--- config.mk ---
export PLATFORM = sky130hd
export DESIGN_NAME = csa_resolve_seq
export DESIGN_NICKNAME = d
export VERILOG_FILES = /design/src/rtl/csa_resolve_seq.sv
export SDC_FILE = /design/constraint.sdc
export NUM_CORES = 1
export LEC_CHECK = 0
export CORE_ASPECT_RATIO = 0.7
export CORE_MARGIN = 1
export CORE_UTILIZATION = 30
export DETAILED_ROUTE_END_ITERATION = 16
export SETUP_SLACK_MARGIN = 0.3
export SYNTH_ARGS = -nofsm -noshare
export SYNTH_HDL_FRONTEND = slang
export SYNTH_SLANG_ARGS = --single-unit
--- constraint.sdc ---
create_clock -name clk -period 7.4 [get_ports clk]
set_input_delay 1.11 -clock clk [delete_from_list [all_inputs] [get_ports clk]]
set_output_delay 1.11 -clock clk [all_outputs]
set_load 0.01 [all_outputs]
--- src/rtl/csa_resolve_seq.sv ---
// Sequential carry-propagate resolver: adds a sum/carry vector pair CHUNK bits per clock.
// Optional early termination is enabled by defining CSA_EARLY_EXIT_EN.
module csa_resolve_seq #(
    parameter int WIDTH = 16,
    parameter int CHUNK = 4
) (
    input  logic             clk,
    input  logic             rst_n,
    input  logic             in_valid,
    output logic             in_ready,
    input  logic [WIDTH-1:0] in_sum,
    input  logic [WIDTH-1:0] in_carry,
    output logic             out_valid,
    input  logic             out_ready,
    output logic [WIDTH:0]   out_result,
    output logic             busy,
    output logic [1:0]       dbg_state_o
);

    localparam int N     = WIDTH / CHUNK;
    localparam int IDX_W = (N > 1) ? $clog2(N) : 1;

    typedef enum logic [1:0] {
        S_IDLE = 2'd0,
        S_RUN  = 2'd1,
        S_DONE = 2'd2
    } state_t;

    state_t             state_q, state_d;
    logic [IDX_W-1:0]   idx_q, idx_d;
    logic               cy_q, cy_d;
    logic [WIDTH-1:0]   sum_q, sum_d;
    logic [WIDTH-1:0]   carry_q, carry_d;
    logic [WIDTH:0]     result_q, result_d;
    logic [CHUNK:0]     chunk_res;
    logic               last_chunk;

    // Handshakes: a transfer happens on a rising edge where valid and ready are both high;
    // valid never depends on ready, and outputs stay stable while valid is high without ready.
    assign in_ready    = (state_q == S_IDLE);
    assign out_valid   = (state_q == S_DONE);
    assign busy        = (state_q == S_RUN) || (state_q == S_DONE);
    assign out_result  = out_valid ? result_q : '0;
    assign dbg_state_o = state_q;

    assign chunk_res  = {1'b0, sum_q[idx_q*CHUNK +: CHUNK]}
                      + {1'b0, carry_q[idx_q*CHUNK +: CHUNK]}
                      + {{CHUNK{1'b0}}, cy_q};
    assign last_chunk = (idx_q == IDX_W'(N - 1));

`ifdef CSA_EARLY_EXIT_EN
    logic [N-1:0] chunk_nz;
    logic         upper_zero;

    always_comb begin
        for (int j = 0; j < N; j++) begin
            chunk_nz[j] = |(sum_q[j*CHUNK +: CHUNK] | carry_q[j*CHUNK +: CHUNK]);
        end
    end

    // True when every operand chunk above the one being resolved is zero.
    always_comb begin
        upper_zero = 1'b1;
        for (int j = 0; j < N; j++) begin
            if ((j > int'(idx_q)) && chunk_nz[j]) begin
                upper_zero = 1'b0;
            end
        end
    end
`endif

    always_comb begin
        state_d  = state_q;
        idx_d    = idx_q;
        cy_d     = cy_q;
        sum_d    = sum_q;
        carry_d  = carry_q;
        result_d = result_q;
        case (state_q)
            S_IDLE: begin
                if (in_valid) begin
                    sum_d    = in_sum;
                    carry_d  = in_carry;
                    result_d = '0;
                    cy_d     = 1'b0;
                    idx_d    = '0;
                    state_d  = S_RUN;
                end
            end
            S_RUN: begin
                result_d[idx_q*CHUNK +: CHUNK] = chunk_res[CHUNK-1:0];
                cy_d  = chunk_res[CHUNK];
                idx_d = idx_q + 1'b1;
                if (last_chunk) begin
                    result_d[WIDTH] = chunk_res[CHUNK];
                    state_d         = S_DONE;
                end
`ifdef CSA_EARLY_EXIT_EN
                else if (!chunk_res[CHUNK] && upper_zero) begin
                    state_d = S_DONE;
                end
`endif
            end
            S_DONE: begin
                if (out_ready) begin
                    result_d = '0;
                    state_d  = S_IDLE;
                end
            end
            default: begin
                state_d = S_IDLE;
            end
        endcase
    end

    always_ff @(posedge clk or negedge rst_n) begin
        if (!rst_n) begin
            state_q  <= S_IDLE;
            idx_q    <= '0;
            cy_q     <= 1'b0;
            sum_q    <= '0;
            carry_q  <= '0;
            result_q <= '0;
        end else begin
            state_q  <= state_d;
            idx_q    <= idx_d;
            cy_q     <= cy_d;
            sum_q    <= sum_d;
            carry_q  <= carry_d;
            result_q <= result_d;
        end
    end

endmodule
==> results of run 1 <==
layout make-up:
type / instances / area (um^2)
Clock buffer: 5 / 125.1
Sequential cell: 54 / 1351
Clock inverter: 3 / 48.80
Inverter: 8 / 30.03
Fill cell: 842 / 5026
Multi-Input combinational cell: 135 / 1306
Tap cell: 120 / 150.1
Timing Repair Buffer: 59 / 580.6
metrics by stage:
step / setup WS [ns] / std cells / utilization [%]
final: 4.223 / 384 / 41.68
after CTS: 4.163 / 384 / 41.68
after detailed placement: 4.320 / 376 / 39.66
after floorplan: 4.689 / 204 / -
after global routing: 4.062 / 384 / 41.68
after global placement: 4.450 / 376 / 39.66
layer usage:
metal | wire length (um) | share of wire [%] | vias to the layer above | GRT usage (%)
li1 | - | - | 847 | -
met1 | 2898 | 52 | 864 | 18.97
met2 | 2339 | 42 | 45 | 19.58
met3 | 288 | 5.2 | 2 | 3.690
met4 | 21 | 0.38 | 0 | 2.692
met5 | 0 | 0 | - | 0
cells by family (layout without fill, tap and decap cells):
kind of cell,after synthesis,count (layout)
xor gates and xnor gates,2,2
AOI/OAI and AO/OA,27,27
adders and majority gates,13,13
DFF,54,54
muxes,44,44
buffers and inverters,15,75
and+or+nand+nor,49,49
registers in the layout (all words and copies together), names as in the netlist:
signal       cells
cy_q             1
sum_q           16
carry_q         16
dbg_state_o      2
idx_q            2
result_q        17
synth_stat cells, drive strengths merged:
cell / n / area (um^2)
nand3: 2 / 10.01
dfrtp: 54 / 1351
a22o: 12 / 105.1
mux2i: 3 / 30.03
mux4: 8 / 180.2
nand2: 12 / 45.04
xnor2: 1 / 8.760
or3b: 1 / 8.760
fa: 2 / 40.04
and2: 18 / 112.6
xor2: 1 / 8.760
a21oi: 5 / 25.02
nand2b: 8 / 50.05
and3: 1 / 6.260
nor4: 2 / 33.78
nor4b: 1 / 15.01
o21a: 1 / 7.510
mux2: 33 / 371.6
ha: 11 / 137.6
nand3b: 1 / 7.510
inv: 8 / 30.03
a21o: 2 / 15.01
a32o: 1 / 10.01
clkbuf: 2 / 7.510
nor3b: 2 / 26.28
o21ai: 6 / 37.54
nor2b: 1 / 13.76
buf: 5 / 27.53
final timing paths:
check	startpoint	to	slack, ns
max in group asynchronous	rst_n	carry_q[14]	6.00
worst min-delay path	result_q[3]	result_q[3]	0.50
worst min register to register	result_q[3]	result_q[3]	0.50
worst max register to register	idx_q[0]	result_q[16]	4.35
min in group asynchronous	rst_n	result_q[0]	0.95
worst max-delay path	dbg_state_o[0]	out_result[14]	4.22
power by group through the flow:
stage	registers, uW	logic, uW	clock network, uW
6_report	499	722	274
3_3_place_gp	506	715	0
2_1_floorplan	462	554	0
4_1_cts	500	732	279
3_5_place_dp	506	728	0
5_1_grt	518	809	292
==> PnR_summary.wiki, run 1 <==
{| class="wikitable"
! Metric !! Value
|-
| Result of the run || completed
|-
| Global placement routability congestion || approximately 0.74
|-
| Worst hold path cell count || 1
|-
| Die Outline Area || ~9500 um^2
|-
| Sinks on Clock Net || between 50 and 60
|-
| Post-placement cell area || approximately 3400 um^2
|-
| Ports || 58
|-
| Number of diodes added for antenna fixing || 0
|-
| Effective utilization at floorplan || around a third
|-
| Crit end category || primary output
|-
| Compound-Gate Fraction of Synth Area || 7.353%
|-
| Maximum root-to-sink buffer count || 2
|-
| Combinational share of power || 48.3%
|-
| Final cell area excluding filler cells || between 3000 and 4000 um^2
|-
| Vias in the first global route || 1,848
|-
| Setup TNS || 0 ns
|-
| Proportion of synthesized chip area in sequential cells || ~50%
|-
| Share of cell area taken by muxes after synthesis || roughly a fifth
|-
| Critical Path RT || around 6.3 ns
|-
| Combined area of all synthesized cells || 2723 um^2
|-
| # rows || 28
|-
| Post-synthesis sequential element count || 54
|-
| Detailed-route wire length || between 5000 and 6000 um
|-
| Most frequent standard cell in the layout excluding fill and tap cells || sky130_fd_sc_hd__clkdlybuf4s50_1
|-
| Clock tree from TritonCTS || built
|-
| Clock-pin transition on the worst setup and hold timing paths || 0.07 ns
|-
| # DRC || 0
|-
| Commonest non-fill, non-tap cells in the layout || sky130_fd_sc_hd__clkdlybuf4s50_1 (56), sky130_fd_sc_hd__dfrtp_1 (54), sky130_fd_sc_hd__mux2_2 (33)
|-
| Reg power frac || between 30% and 40%
|-
| Nets || ~310
|-
| Global router's overall resource usage || a little over an eighth
|-
| Number of cells upsized or downsized after cts || 0
|-
| Chip height || a little over 80 um
|-
| Post-synth cell types || 33
|-
| Worst path buffer plus inverter count || 2
|-
| Clock latency of the later-clocked register in the worst-skew pair || ~0.29 ns
|-
| Maximum frequency from static timing analysis || 314.7 MHz
|-
| Start-to-end type of the worst setup path || reg -> out
|-
| Share of layout cells above drive strength 1 || 23.11%
|-
| Total of endpoints with negative setup slack in the final report || 0
|-
| Minimum hold slack || between 0.4 and 0.5 ns
|-
| Post-synthesis area per instance || 13.35 um^2
|-
| Leakage power || approximately 0.0015 uW
|-
| Port Buffers || between 50 and 60
|-
| Growth of design area from synthesis to finish || 31.94%
|-
| Combinational family with the most area after synthesis || multiplexers
|-
| Critical-path cell with the highest stage delay || sky130_fd_sc_hd__clkdlybuf4s50_1
|-
| H-tree lvl count || 2
|-
| Final Skew || 0.004182 ns
|-
| Residual antenna-violating net count after detailed routing || 0
|-
| Global-route wire length before repair || around 9400 um
|-
| Root buffer cell || sky130_fd_sc_hd__clkbuf_16
|-
| Worst Tran Pin Value || 0.7764 ns
|-
| IR drop worst, VDD || about 230 uV
|-
| Syn Nets || between 200 and 300
|-
| Share of the cycle needed by the critical path after routing || between 40% and 50%
|-
| CP startpoint kind || flop
|-
| Number of vias in the routed layout || roughly 1,800
|-
| Tmin final || 3.177 ns
|-
| Drt pass-1 iters || 4
|-
| Number of hold violations in the final report || 0
|-
| Count of synthesis-stage warnings from yosys || 0
|-
| Crit path DAT || ~2.1 ns
|-
| Net switching share of the total power || between 30% and 40%
|-
| Worst relative slew slack || 48.24%
|-
| Core Footprint || ~8600 um^2
|-
| Slew Limit Fails || 0
|-
| HP Class || reg -> reg
|-
| Post-synthesis share of cell area spent on full adders, half adders and majority gates || 6.526%
|-
| Die X-Extent || approximately 120 um
|-
| Post-detailed-placement half-perimeter wirelength || about 4000 um
|-
| Internal Power || between 900 and 1000 uW
|-
| Clk pwr share || 18.3%
|-
| Number of instances in the synthesized netlist || between 200 and 250
|-
| Kind of cell with the highest combined delay on the critical path || buffers and inverters
|-
| Clock buffers created by TritonCTS || 5
|-
| Xor and xnor area share after synthesis || 0.6434%
|-
| Global route total overflow || 0
|-
| Hold-fix buffer count after cts || 0
|-
| Total power draw || ~1500 uW
|-
| Detail-routed via count per cell || ~4.6
|-
| Crit path depth || 4
|-
| Largest net degree at the start of global routing || 55
|-
| CP max FO || 20
|-
| RSZ-0062 raised after global routing || no
|-
| Largest stage delay on the critical path || around 0.54 ns
|-
| Post-Synth Simple-Gate Area || ~12%
|-
| Post-detailed-route wirelength per cell || ~14 um
|-
| # Post-CTS Setup Buffers || 0
|-
| Violation count after the first detailed-route iteration || 68
|-
| Worst-path cell chain || inv_1, ha_1, and2_1, clkdlybuf4s50_1
|-
| Sw Pwr || ~560 uW
|-
| Cell area power density || 415.9 nW/um^2
|-
| Antenna violations before repair || 0
|-
| Depth of the most critical reg-to-reg path || 7
|-
| Max_cap viols || 0
|}
Note: power is estimated with default switching activity, not from simulation.
==> run 2: changes to the inputs <==
==> constraint.sdc (replaced) <==
create_clock -name clk -period 2.6 [get_ports clk]
set_input_delay 0.39 -clock clk [delete_from_list [all_inputs] [get_ports clk]]
set_output_delay 0.39 -clock clk [all_outputs]
set_load 0.01 [all_outputs]
==> PnR_summary.wiki, run 2 (same netlist as run 1, synthesis figures left out) <==
{| class="wikitable"
! Metric !! Value
|-
| CP max FO || 5
|-
| Post-detailed-placement half-perimeter wirelength || approximately 4400 um
|-
| Ports || 58
|-
| Final Skew || about 0.006 ns
|-
| Share of the cycle needed by the critical path after routing || 89.61%
|-
| H-tree lvl count || 2
|-
| Global placement routability congestion || ~0.78
|-
| Critical Path RT || approximately 2.8 ns
|-
| Clock latency of the later-clocked register in the worst-skew pair || around 0.28 ns
|-
| Largest net degree at the start of global routing || 33
|-
| Cell area power density || between 1000 and 1500 nW/um^2
|-
| Worst-path cell chain || mux4_2, fa_2, fa_2, a21o_1, a21oi_2, nand3b_1, a21oi_1
|-
| Crit path DAT || roughly 2.5 ns
|-
| # rows || 28
|-
| Total of endpoints with negative setup slack in the final report || 0
|-
| Slew Limit Fails || 0
|-
| Kind of cell with the highest combined delay on the critical path || adder cells
|-
| Critical-path cell with the highest stage delay || sky130_fd_sc_hd__mux4_2
|-
| Leakage power || ~0.0015 uW
|-
| Chip height || 81.71 um
|-
| Registers with the most flip-flops || result_q x17, carry_q x16, sum_q x16
|-
| Drt pass-1 iters || 4
|-
| Clock buffers created by TritonCTS || 5
|-
| Max_cap viols || 0
|-
| Clock tree from TritonCTS || built
|-
| Effective utilization at floorplan || roughly a third
|-
| Maximum root-to-sink buffer count || 2
|-
| Violation count after the first detailed-route iteration || 51
|-
| Setup TNS || 0 ns
|-
| Placed insts || approximately 380
|-
| Maximum frequency from static timing analysis || around 430 MHz
|-
| CP startpoint kind || flop
|-
| Result of the run || completed
|-
| RSZ-0062 raised after global routing || yes
|-
| Sinks on Clock Net || 54
|-
| Post-detailed-route wirelength per cell || roughly 15 um
|-
| Cell with the most instances on the worst path || sky130_fd_sc_hd__fa_2
|-
| Depth of the most critical reg-to-reg path || 7
|-
| Worst path buffer plus inverter count || 0
|-
| Port Buffers || 57
|-
| Tmin final || 2.330 ns
|-
| Antenna violations before repair || 0
|-
| Minimum hold slack || approximately 0.17 ns
|-
| Largest register FFs || 17
|-
| # DRC || 0
|-
| Register with the most flip-flops || result_q
|-
| Worst Tran Pin Value || a little under 0.8 ns
|-
| Detailed-route wire length || ~5700 um
|-
| HP Class || in -> async
|-
| Largest stage delay on the critical path || approximately 0.53 ns
|-
| Vias in the first global route || 1,856
|-
| Global router's overall resource usage || 13.25%
|-
| Post-route non-filler standard cell count || slightly below 400
|-
| Hold-fix buffer count after cts || 0
|-
| Number of vias in the routed layout || about 1,800
|-
| Growth of design area from synthesis to finish || 33.64%
|-
| Crit path depth || 7
|-
| Worst relative slew slack || around half
|-
| Crit end category || flop
|-
| Share of layout cells above drive strength 1 || roughly a quarter
|-
| Global-route wire length before repair || about 9600 um
|-
| Detail-routed via count per cell || roughly 4.6
|-
| Nets || 317
|-
| IR drop worst, VDD || around 510 uV
|-
| Start-to-end type of the worst setup path || reg -> reg
|-
| Core Footprint || between 8000 and 9000 um^2
|-
| Number of hold violations in the final report || 0
|-
| Most frequent standard cell in the layout excluding fill and tap cells || sky130_fd_sc_hd__clkdlybuf4s50_1
|-
| Commonest non-fill, non-tap cells in the layout || sky130_fd_sc_hd__clkdlybuf4s50_1 (56), sky130_fd_sc_hd__dfrtp_1 (53), sky130_fd_sc_hd__mux2_2 (33)
|-
| Residual antenna-violating net count after detailed routing || 0
|-
| Clock-pin transition on the worst setup and hold timing paths || around 0.070 ns
|-
| Die X-Extent || ~120 um
|-
| Number of diodes added for antenna fixing || 0
|-
| Die Outline Area || roughly 9500 um^2
|-
| Root buffer cell || sky130_fd_sc_hd__clkbuf_16
|-
| Global route total overflow || 0
|}
## run 2: worst paths after layout
| check | from | end | slack [ns] |
|---|---|---|---|
| setup / recovery | idx_q[0] | result_q[16] | 0.27 |
| hold / removal | rst_n | dbg_state_o[1] | 0.17 |
| setup reg to reg | idx_q[0] | result_q[16] | 0.27 |
| hold reg to reg | sum_q[7] | sum_q[7] | 0.50 |
| max in group asynchronous | rst_n | carry_q[1] | 1.84 |
| min in group clk | sum_q[7] | sum_q[7] | 0.50 |
## run 2: cell type report
cell class	count	area (um^2)
fill	831	4980
sequential	54	1353
multi-input combinational	135	1339
timing repair buffer	64	630.6
tap	120	150.1
clock buffer	6	128.9
inverter	8	30.03
clock inverter	1	7.507
## run 2: repair_timing
action	4_1_cts	5_1_grt
pin swaps	2	0
resized for setup	4	0
setup buffers	2	0
endpoints found under the setup margin	29	9
## run 2: per-layer routing
layer / global-route usage (%) / wire (um) / part of all wire, %
met1: 18.99 / 2954 / 52
met2: 20.48 / 2438 / 43
met3: 2.952 / 254 / 4.5
met4: 2.821 / 36 / 0.63
met5: 0 / 0 / 0
## run 2: per-stage QoR
step	setup slack (ns)	power, uW	area, um^2	util, %
global route	0.1962	4631	3638	42.22
CTS	0.2647	4357	3638	42.22
floorplan	0.2055	2957	2739	-
global placement	0.2357	3561	3463	40.19
finish	0.2700	4290	3638	42.22
detailed placement	0.1912	3599	3463	40.19
## run 2: worst register-to-register path, cell delays in order (launching register included)
cell,delay [ns]
sky130_fd_sc_hd__dfrtp_2,0.42
sky130_fd_sc_hd__mux4_2,0.53
sky130_fd_sc_hd__fa_2,0.40
sky130_fd_sc_hd__fa_2,0.36
sky130_fd_sc_hd__a21o_1,0.17
sky130_fd_sc_hd__a21oi_2,0.14
sky130_fd_sc_hd__nand3b_1,0.12
sky130_fd_sc_hd__a21oi_1,0.06
## run 2: power breakdown
group,total [uW],leakage [uW],switching [uW],internal [uW]
Sequential,1390,0.000674,216,1180
Clock,628,0.0000629,276,352
Combinational,2270,0.000790,1110,1150
==> run 3: changes to the inputs <==
==> constraint.sdc (replaced) <==
create_clock -name clk -period 2.6 [get_ports clk]
set_input_delay 0.39 -clock clk [delete_from_list [all_inputs] [get_ports clk]]
set_output_delay 0.39 -clock clk [all_outputs]
set_load 0.02 [all_outputs]
==> PnR_summary.wiki, run 3 (same netlist as run 1, synthesis figures left out) <==
{| class="wikitable"
! Metric !! Value
|-
| Largest stage delay on the critical path || 0.53 ns
|-
| Final Skew || approximately 0.0061 ns
|-
| CP max FO || 5
|-
| # rows || 28
|-
| Maximum frequency from static timing analysis || about 430 MHz
|-
| Antenna violations before repair || 0
|-
| Setup TNS || 0 ns
|-
| Cell with the most instances on the worst path || sky130_fd_sc_hd__fa_2
|-
| Worst relative slew slack || around half
|-
| Start-to-end type of the worst setup path || reg -> reg
|-
| Residual antenna-violating net count after detailed routing || 0
|-
| Worst-path cell chain || mux4_2, fa_2, fa_2, a21o_1, a21oi_2, nand3b_1, a21oi_1
|-
| Root buffer cell || sky130_fd_sc_hd__clkbuf_16
|-
| Die Outline Area || between 9000 and 10,000 um^2
|-
| Kind of cell with the highest combined delay on the critical path || adder cells
|-
| Clock-pin transition on the worst setup and hold timing paths || about 0.070 ns
|-
| Number of hold violations in the final report || 0
|-
| IR drop worst, VDD || between 500 and 600 uV
|-
| Most frequent standard cell in the layout excluding fill and tap cells || sky130_fd_sc_hd__dfrtp_1
|-
| Clock tree from TritonCTS || built
|-
| Crit end category || flop
|-
| Nets || 317
|-
| Critical-path cell with the highest stage delay || sky130_fd_sc_hd__mux4_2
|-
| Effective utilization at floorplan || 31.59%
|-
| Max_cap viols || 0
|-
| Registers with the most flip-flops || result_q x17, carry_q x16, sum_q x16
|-
| Slew Limit Fails || 0
|-
| Total power draw || 4331 uW
|-
| Clock buffers created by TritonCTS || 5
|-
| Commonest non-fill, non-tap cells in the layout || sky130_fd_sc_hd__dfrtp_1 (53), sky130_fd_sc_hd__clkdlybuf4s50_1 (51), sky130_fd_sc_hd__mux2_2 (33)
|-
| Leakage power || roughly 0.0016 uW
|-
| RSZ-0062 raised after global routing || yes
|-
| Global-route wire length before repair || about 9600 um
|-
| Port Buffers || 57
|-
| Worst Tran Pin Value || between 0.7 and 0.8 ns
|-
| Global router's overall resource usage || between 10% and 20%
|-
| # DRC || 0
|-
| Core Footprint || around 8600 um^2
|-
| Die X-Extent || between 100 and 150 um
|-
| Number of diodes added for antenna fixing || 0
|-
| Vias in the first global route || between 1,500 and 2,000
|-
| Clock latency of the later-clocked register in the worst-skew pair || around 0.28 ns
|-
| Register with the most flip-flops || result_q
|-
| CP startpoint kind || flop
|-
| Share of the cycle needed by the critical path after routing || about 90%
|-
| Tmin final || 2.330 ns
|-
| Result of the run || completed
|-
| Cell area power density || approximately 1200 nW/um^2
|-
| H-tree lvl count || 2
|-
| Sinks on Clock Net || 54
|-
| Post-detailed-route wirelength per cell || 14.69 um
|-
| HP Class || in -> async
|-
| Drt pass-1 iters || 4
|-
| Global route total overflow || 0
|-
| Detailed-route wire length || around 5700 um
|-
| Maximum root-to-sink buffer count || 2
|-
| Ports || 58
|-
| Global placement routability congestion || between 0.7 and 0.8
|-
| Worst path buffer plus inverter count || 0
|-
| Number of vias in the routed layout || approximately 1,800
|-
| Growth of design area from synthesis to finish || 34.10%
|-
| Largest register FFs || 17
|-
| Violation count after the first detailed-route iteration || 51
|-
| Largest net degree at the start of global routing || 33
|-
| Detail-routed via count per cell || about 4.6
|-
| Critical Path RT || 2.77 ns
|-
| Chip height || 81.71 um
|-
| Total of endpoints with negative setup slack in the final report || 0
|-
| Post-detailed-placement half-perimeter wirelength || between 4000 and 5000 um
|-
| Crit path DAT || ~2.5 ns
|-
| Share of layout cells above drive strength 1 || 26.49%
|}
==> run 3: cell types whose count changed in the layout (fill, tap and decap cells not counted) <==
| cell | previous run | this run |
|---|---|---|
| sky130_fd_sc_hd__dlymetal6s2s_1 | 0 | 5 |
| sky130_fd_sc_hd__clkdlybuf4s50_1 | 56 | 51 |
==> run 3: final cells by class <==
cell class	instances	area (um^2)
clock buffers	6	128.9
clock inverters	1	7.507
fillers	828	4967
inverters	8	30.03
multi-input cells	135	1339
flip-flops and latches	54	1353
well taps	120	150.1
repair buffers	64	643.1
==> run 3: what timing repair did <==
action	4_1_cts	5_1_grt
buffers inserted	2	0
endpoints found under the setup margin	29	26
pin swaps	2	0
resized for setup	4	5
hold buffers	0	0
==> run 3: through the flow <==
stage / area, um^2 / setup WS [ns] / cells / hold slack (ns) / util [%]
2_1_floorplan: 2739 / 0.2055 / 204 / 0.09441 / -
3_3_place_gp: 3463 / 0.2357 / 379 / 0.4855 / 40.19
3_5_place_dp: 3463 / 0.1912 / 379 / 0.4915 / 40.19
4_1_cts: 3638 / 0.2647 / 388 / 0.2007 / 42.22
5_1_grt: 3651 / 0.1962 / 388 / 0.2494 / 42.36
6_report: 3651 / 0.2700 / 388 / 0.1750 / 42.36
==> run 3: worst reg2reg max path, stage by stage (launching register included) <==
cell and delay (ns):
sky130_fd_sc_hd__dfrtp_2 0.42, sky130_fd_sc_hd__mux4_2 0.53, sky130_fd_sc_hd__fa_2 0.40, sky130_fd_sc_hd__fa_2 0.36
sky130_fd_sc_hd__a21o_1 0.17, sky130_fd_sc_hd__a21oi_2 0.14, sky130_fd_sc_hd__nand3b_1 0.12, sky130_fd_sc_hd__a21oi_1 0.06
==> run 3: metal layers <==
metal	GRT usage [%]	wire, um	vias to the layer above
met5	0	0	-
met4	2.821	36	0
met3	2.952	260	4
met2	20.48	2446	47
met1	18.99	2957	861
li1	-	-	859
==> run 3: worst paths after layout <==
path | from | endpoint | slack, ns | cells past startpoint
max | idx_q[0] | result_q[16] | 0.27 | 7
min in group clk | sum_q[7] | sum_q[7] | 0.50 | 1
min reg2reg | sum_q[7] | sum_q[7] | 0.50 | 1
max reg2reg | idx_q[0] | result_q[16] | 0.27 | 7
max in group asynchronous | rst_n | carry_q[1] | 1.84 | 2
min | rst_n | dbg_state_o[1] | 0.17 | 1
==> run 3: power by group <==
part           leakage (uW)  internal, uW  switching [uW]
registers          0.000674          1180             216
logic              0.000883          1150            1160
clock network     0.0000629           352             276
total               0.00162          2680            1650
==> edit 1: new RTL, settings of run 2 <==
The option `CSA_EARLY_EXIT_EN` is turned on by a define.
--- a/src/rtl/csa_resolve_seq.sv
+++ b/src/rtl/csa_resolve_seq.sv
@@ -1,5 +1,7 @@
 // Sequential carry-propagate resolver: adds a sum/carry vector pair CHUNK bits per clock.
 // Optional early termination is enabled by defining CSA_EARLY_EXIT_EN.
+`define CSA_EARLY_EXIT_EN
+
 module csa_resolve_seq #(
     parameter int WIDTH = 16,
     parameter int CHUNK = 4
Formal check against the unedited RTL: not equivalent (Yosys sat finds a counterexample within 4 cycles, from zero or initial values and one cycle with rst_n low).
==> edit 1 against run 2 <==
Sequential cell count stayed put; synthesized area is 0.55% higher; synthesized cell count is 1.5% higher; final area is 5.3% higher; total power is 22% higher; count of clock-buffer cells in the layout is 1 higher; clock skew is 0.00067 ns lower; worst setup slack worse by 0.20 ns; wire length is 7.2% higher; critical path type unchanged; critical endpoint is now dbg_state_o[0]; highest routed layer unchanged.
==> edit 1: results (changes against run 2) <==
Post-Place Setup Slack -> 0.0206 ns (was 0.191 ns)
design area -> 3830 µm² (was 3640 µm²)
non-clock buffer count -> 76 (was 64)
first-pass GRT wire length -> 9960 µm (was 9570 µm)
Avg WL per Cell -> 15.1 µm (was 14.6 µm)
status -> finished clean (unchanged)
Placer Congestion -> 0.809 (was 0.784)
vias per cell -> 4.77 (was 4.56)
mapped cell area -> 2740 µm² (was 2720 µm²)
fraction of layout cells with a size suffix above 1 -> 30.6% (was 26.5%)
XOR/XNOR Fraction of Synth Area -> 0.640% (was 0.643%)
HPWL Detailed -> 4580 µm (was 4350 µm)
met3 Use GR -> 3.32% (was 2.95%)
sw frac -> 39.4% (was 37.5%)
Min-Delay Path Class -> reg2reg (was in2async)
drt pass-1 iters -> 5 (was 4)
met1 GRT Util -> 19.1% (was 19.0%)
dpl cells -> 384 (was 379)
Peak supply drop -> 0.000704 V (was 0.000512 V)
CLK BUF -> 7 (was 6)
Clk network pwr share -> 12.9% (was 14.6%)
final-layout clock-cell area share -> 3.95% (was 3.75%)
Crit Path Max Fanout -> 4 (was 5)
routed wl met2 -> 2740 µm (was 2440 µm)
Inverters, non-clock -> 7 (was 8)
Detailed Route Iter0 Violations -> 86 (was 51)
met2 usage -> 22.1% (was 20.5%)
GRT Util Overall -> 14.0% (was 13.2%)
NonClk Buf Share -> 19.3% (was 17.3%)
Comb power frac -> 59.0% (was 52.9%)
top cells by area, synth -> dfrtp_1 49%, mux2_2 12%, mux4_2 6.6% (was dfrtp_1 50%, mux2_2 14%, mux4_2 6.6%)
post-synthesis compound-gate area fraction -> 9.73% (was 7.35%)
Seq Cell Count -> 54 (unchanged)
WL met1 -> 2970 µm (was 2950 µm)
[edit 1: cell count changes after synthesis, moves of 4 or more]
cell / run 2 / this run
nor4_1: 0 / 4
mux2_1: 0 / 4
mux2_2: 33 / 28
nand2b_1: 8 / 1
nand2_1: 12 / 8
nor2_1: 0 / 5
[edit 1: worst paths after layout]
| path | from | endpoint | slack (ns) | depth (start not counted) |
|---|---|---|---|---|
| setup reg to reg | idx_q[0] | dbg_state_o[0] | 0.07 | 8 |
| hold / removal | result_q[3] | result_q[3] | 0.49 | 1 |
| min in group asynchronous | rst_n | carry_q[12] | 0.51 | 2 |
| setup / recovery | idx_q[0] | dbg_state_o[0] | 0.07 | 8 |
| hold reg to reg | result_q[3] | result_q[3] | 0.49 | 1 |
| max in group asynchronous | rst_n | carry_q[3] | 1.53 | 3 |
[edit 1: timing repair]
action	in CTS	in global routing
cloned	0	0
pin swaps	4	3
hold endpoints to repair	9	0
hold buffers	1	0
gates resized for setup	9	10
setup endpoints to repair	28	18
buffers inserted	8	3
==> edit 2: new RTL, config.mk and constraints of run 2 <==
Without the edit above. Make the reset (`rst_n`) synchronous in one clocked block.
--- a/src/rtl/csa_resolve_seq.sv
+++ b/src/rtl/csa_resolve_seq.sv
@@ -113,7 +113,7 @@
         endcase
     end
 
-    always_ff @(posedge clk or negedge rst_n) begin
+    always_ff @(posedge clk) begin
         if (!rst_n) begin
             state_q  <= S_IDLE;
             idx_q    <= '0;
Formal check against the unedited RTL: differs if rst_n is asserted again (counterexample within 4 cycles, from zero or initial values and one cycle with rst_n low); with rst_n held inactive, the same outputs for 10 cycles.
==> edit 2 against run 2 <==
Wire length is 14% higher; sequential cell count did not move; non-clock buffer count increased by 13; worst setup slack got worse by 0.030 ns; final area rose by 0.76%; global-route usage up 1.8 points; synthesized area fell by 3.4%; via count up 33%; highest routed layer unchanged.
Power is not compared: it rests on default switching activity, and its combinational part moved more than twofold at a synthesized area within 25%.
==> edit 2: results (changes against run 2) <==
Worst Path Arrival -> 2.53 ns (was 2.50 ns)
# diodes -> 0 (unchanged)
synthesized instance count -> 308 (was 204)
worst slew pin tran -> 0.784 ns (was 0.768 ns)
biggest regs -> result_q: 17 flops, carry_q: 16 flops, sum_q: 16 flops (unchanged)
dpl cells -> 480 (was 379)
Seq/Total Area, Yosys -> 41.1% (was 49.6%)
Clock Latency Late Sink -> 0.29 ns
number of global-route vias before repair -> 2197 (was 1856)
Synth top cells by count -> 72 x nand2_1, 54 x dfxtp_1, 41 x a21oi_1 (was 54 x dfrtp_1, 33 x mux2_2, 18 x and2_1)
Avg WL per Cell -> 13.2 µm (was 14.6 µm)
antenna violations before repair -> 0 (unchanged)
Crit Path Max Fanout -> 4 (was 5)
crit path from -> idx_q[0] (unchanged)
worst clock skew -> 0.00558 ns (was 0.00608 ns)
Detailed Route Iter0 Violations -> 145 (was 51)
fin nets -> 421 (was 317)
Main synth FF type -> dfxtp_1 (was dfrtp_1)
fraction of layout cells with a size suffix above 1 -> 13.9% (was 26.5%)
clock transition at the registers of the reported paths -> 0.07 ns (about the same)
top cells by area, synth -> dfxtp_1 41%, nand2_1 10%, a21oi_1 7.8% (was dfrtp_1 50%, mux2_2 14%, mux4_2 6.6%)
first-pass GRT wire length -> 10800 µm (was 9570 µm)
Post-Place Setup Slack -> 0.115 ns (was 0.191 ns)
asr flop ratio synth -> 0% (was 100%)
HPWL Detailed -> 4900 µm (was 4350 µm)
syn_nets -> 357 (was 253)
status -> finished clean (unchanged)
GRT Util Overall -> 15.0% (was 13.2%)
final std cells w/o fill -> 493 (was 388)
Netlist cell types -> 40 (was 33)
## edit 2: cell count changes after synthesis, sizes merged, moves of 5 or more
| cell | delta |
|---|---|
| a21oi | +36 |
| dfrtp | -54 |
| mux2 | -32 |
| a22o | -12 |
| a22oi | +6 |
| nand2 | +60 |
| nor2 | +12 |
| clkbuf | +14 |
| nor2b | +5 |
| nand2b | -6 |
| dfxtp | +54 |
## edit 2: stage by stage
stage,cell area [µm²],util [%]
6_report,3670,43.2
5_1_grt,3670,43.2
4_1_cts,3620,42.7
3_5_place_dp,3390,40.0
3_3_place_gp,3390,40.0
2_1_floorplan,2660,-
## edit 2: cell families after synthesis
| logic type | share of synthesized area (%) |
|---|---|
| compound gates | 15.5 |
| xor+xnor | 0.666 |
| fa+ha+maj | 6.75 |
| buf+inv | 4.18 |
| flops | 41.1 |
| mux | 8.04 |
| simple gates | 23.8 |
## edit 2: final timing paths
kind / slack, ns / depth (start not counted) / to
setup / recovery: 0.24 / 7 / result_q[16]
hold / removal: 0.46 / 2 / sum_q[11]
setup reg to reg: 0.24 / 7 / result_q[16]
hold reg to reg: 0.46 / 2 / sum_q[11]
## edit 2: worst max-delay path, stage by stage, from the launching register on
cell,delay [ns]
dfxtp_4,0.38
mux4_2,0.52
fa_2,0.40
fa_2,0.40
a21o_1,0.18
a21oi_2,0.13
mux2_2,0.16
o41ai_1,0.07
## edit 2: area by class of cell
type                            instances  area [µm²]  area share (%)
Tap cell                              120         150            4.10
Timing Repair Buffer                   77         728            19.9
Clock inverter                          2        37.5            1.02
Inverter                                7        26.3           0.717
Multi-Input combinational cell        227        1510            41.2
Clock buffer                            6         129            3.52
Sequential cell                        54        1090            29.6
## edit 2: metal layers
metal  share of wire (%)  GRT usage [%]
met1                  52           21.0
met2                  42           23.0
met3                 4.5           3.32
met4                0.92           4.42
met5                   0              0
## edit 2: timing repair
action | in CTS | in global routing
setup buffers | 3 | 2
setup endpoints to repair | 12 | 14
pin swaps | 3 | 6
hold endpoints to repair | 0 | 0
gates resized for setup | 5 | 9
hold buffers | 0 | 0
## edit 2: report_power, final
group / internal (mW) / switching [mW] / total [mW]
Clock: 0.455 / 0.287 / 0.742
Combinational: 0.243 / 0.256 / 0.499
Sequential: 0.878 / 0.0363 / 0.915
Total: 1.58 / 0.580 / 2.16
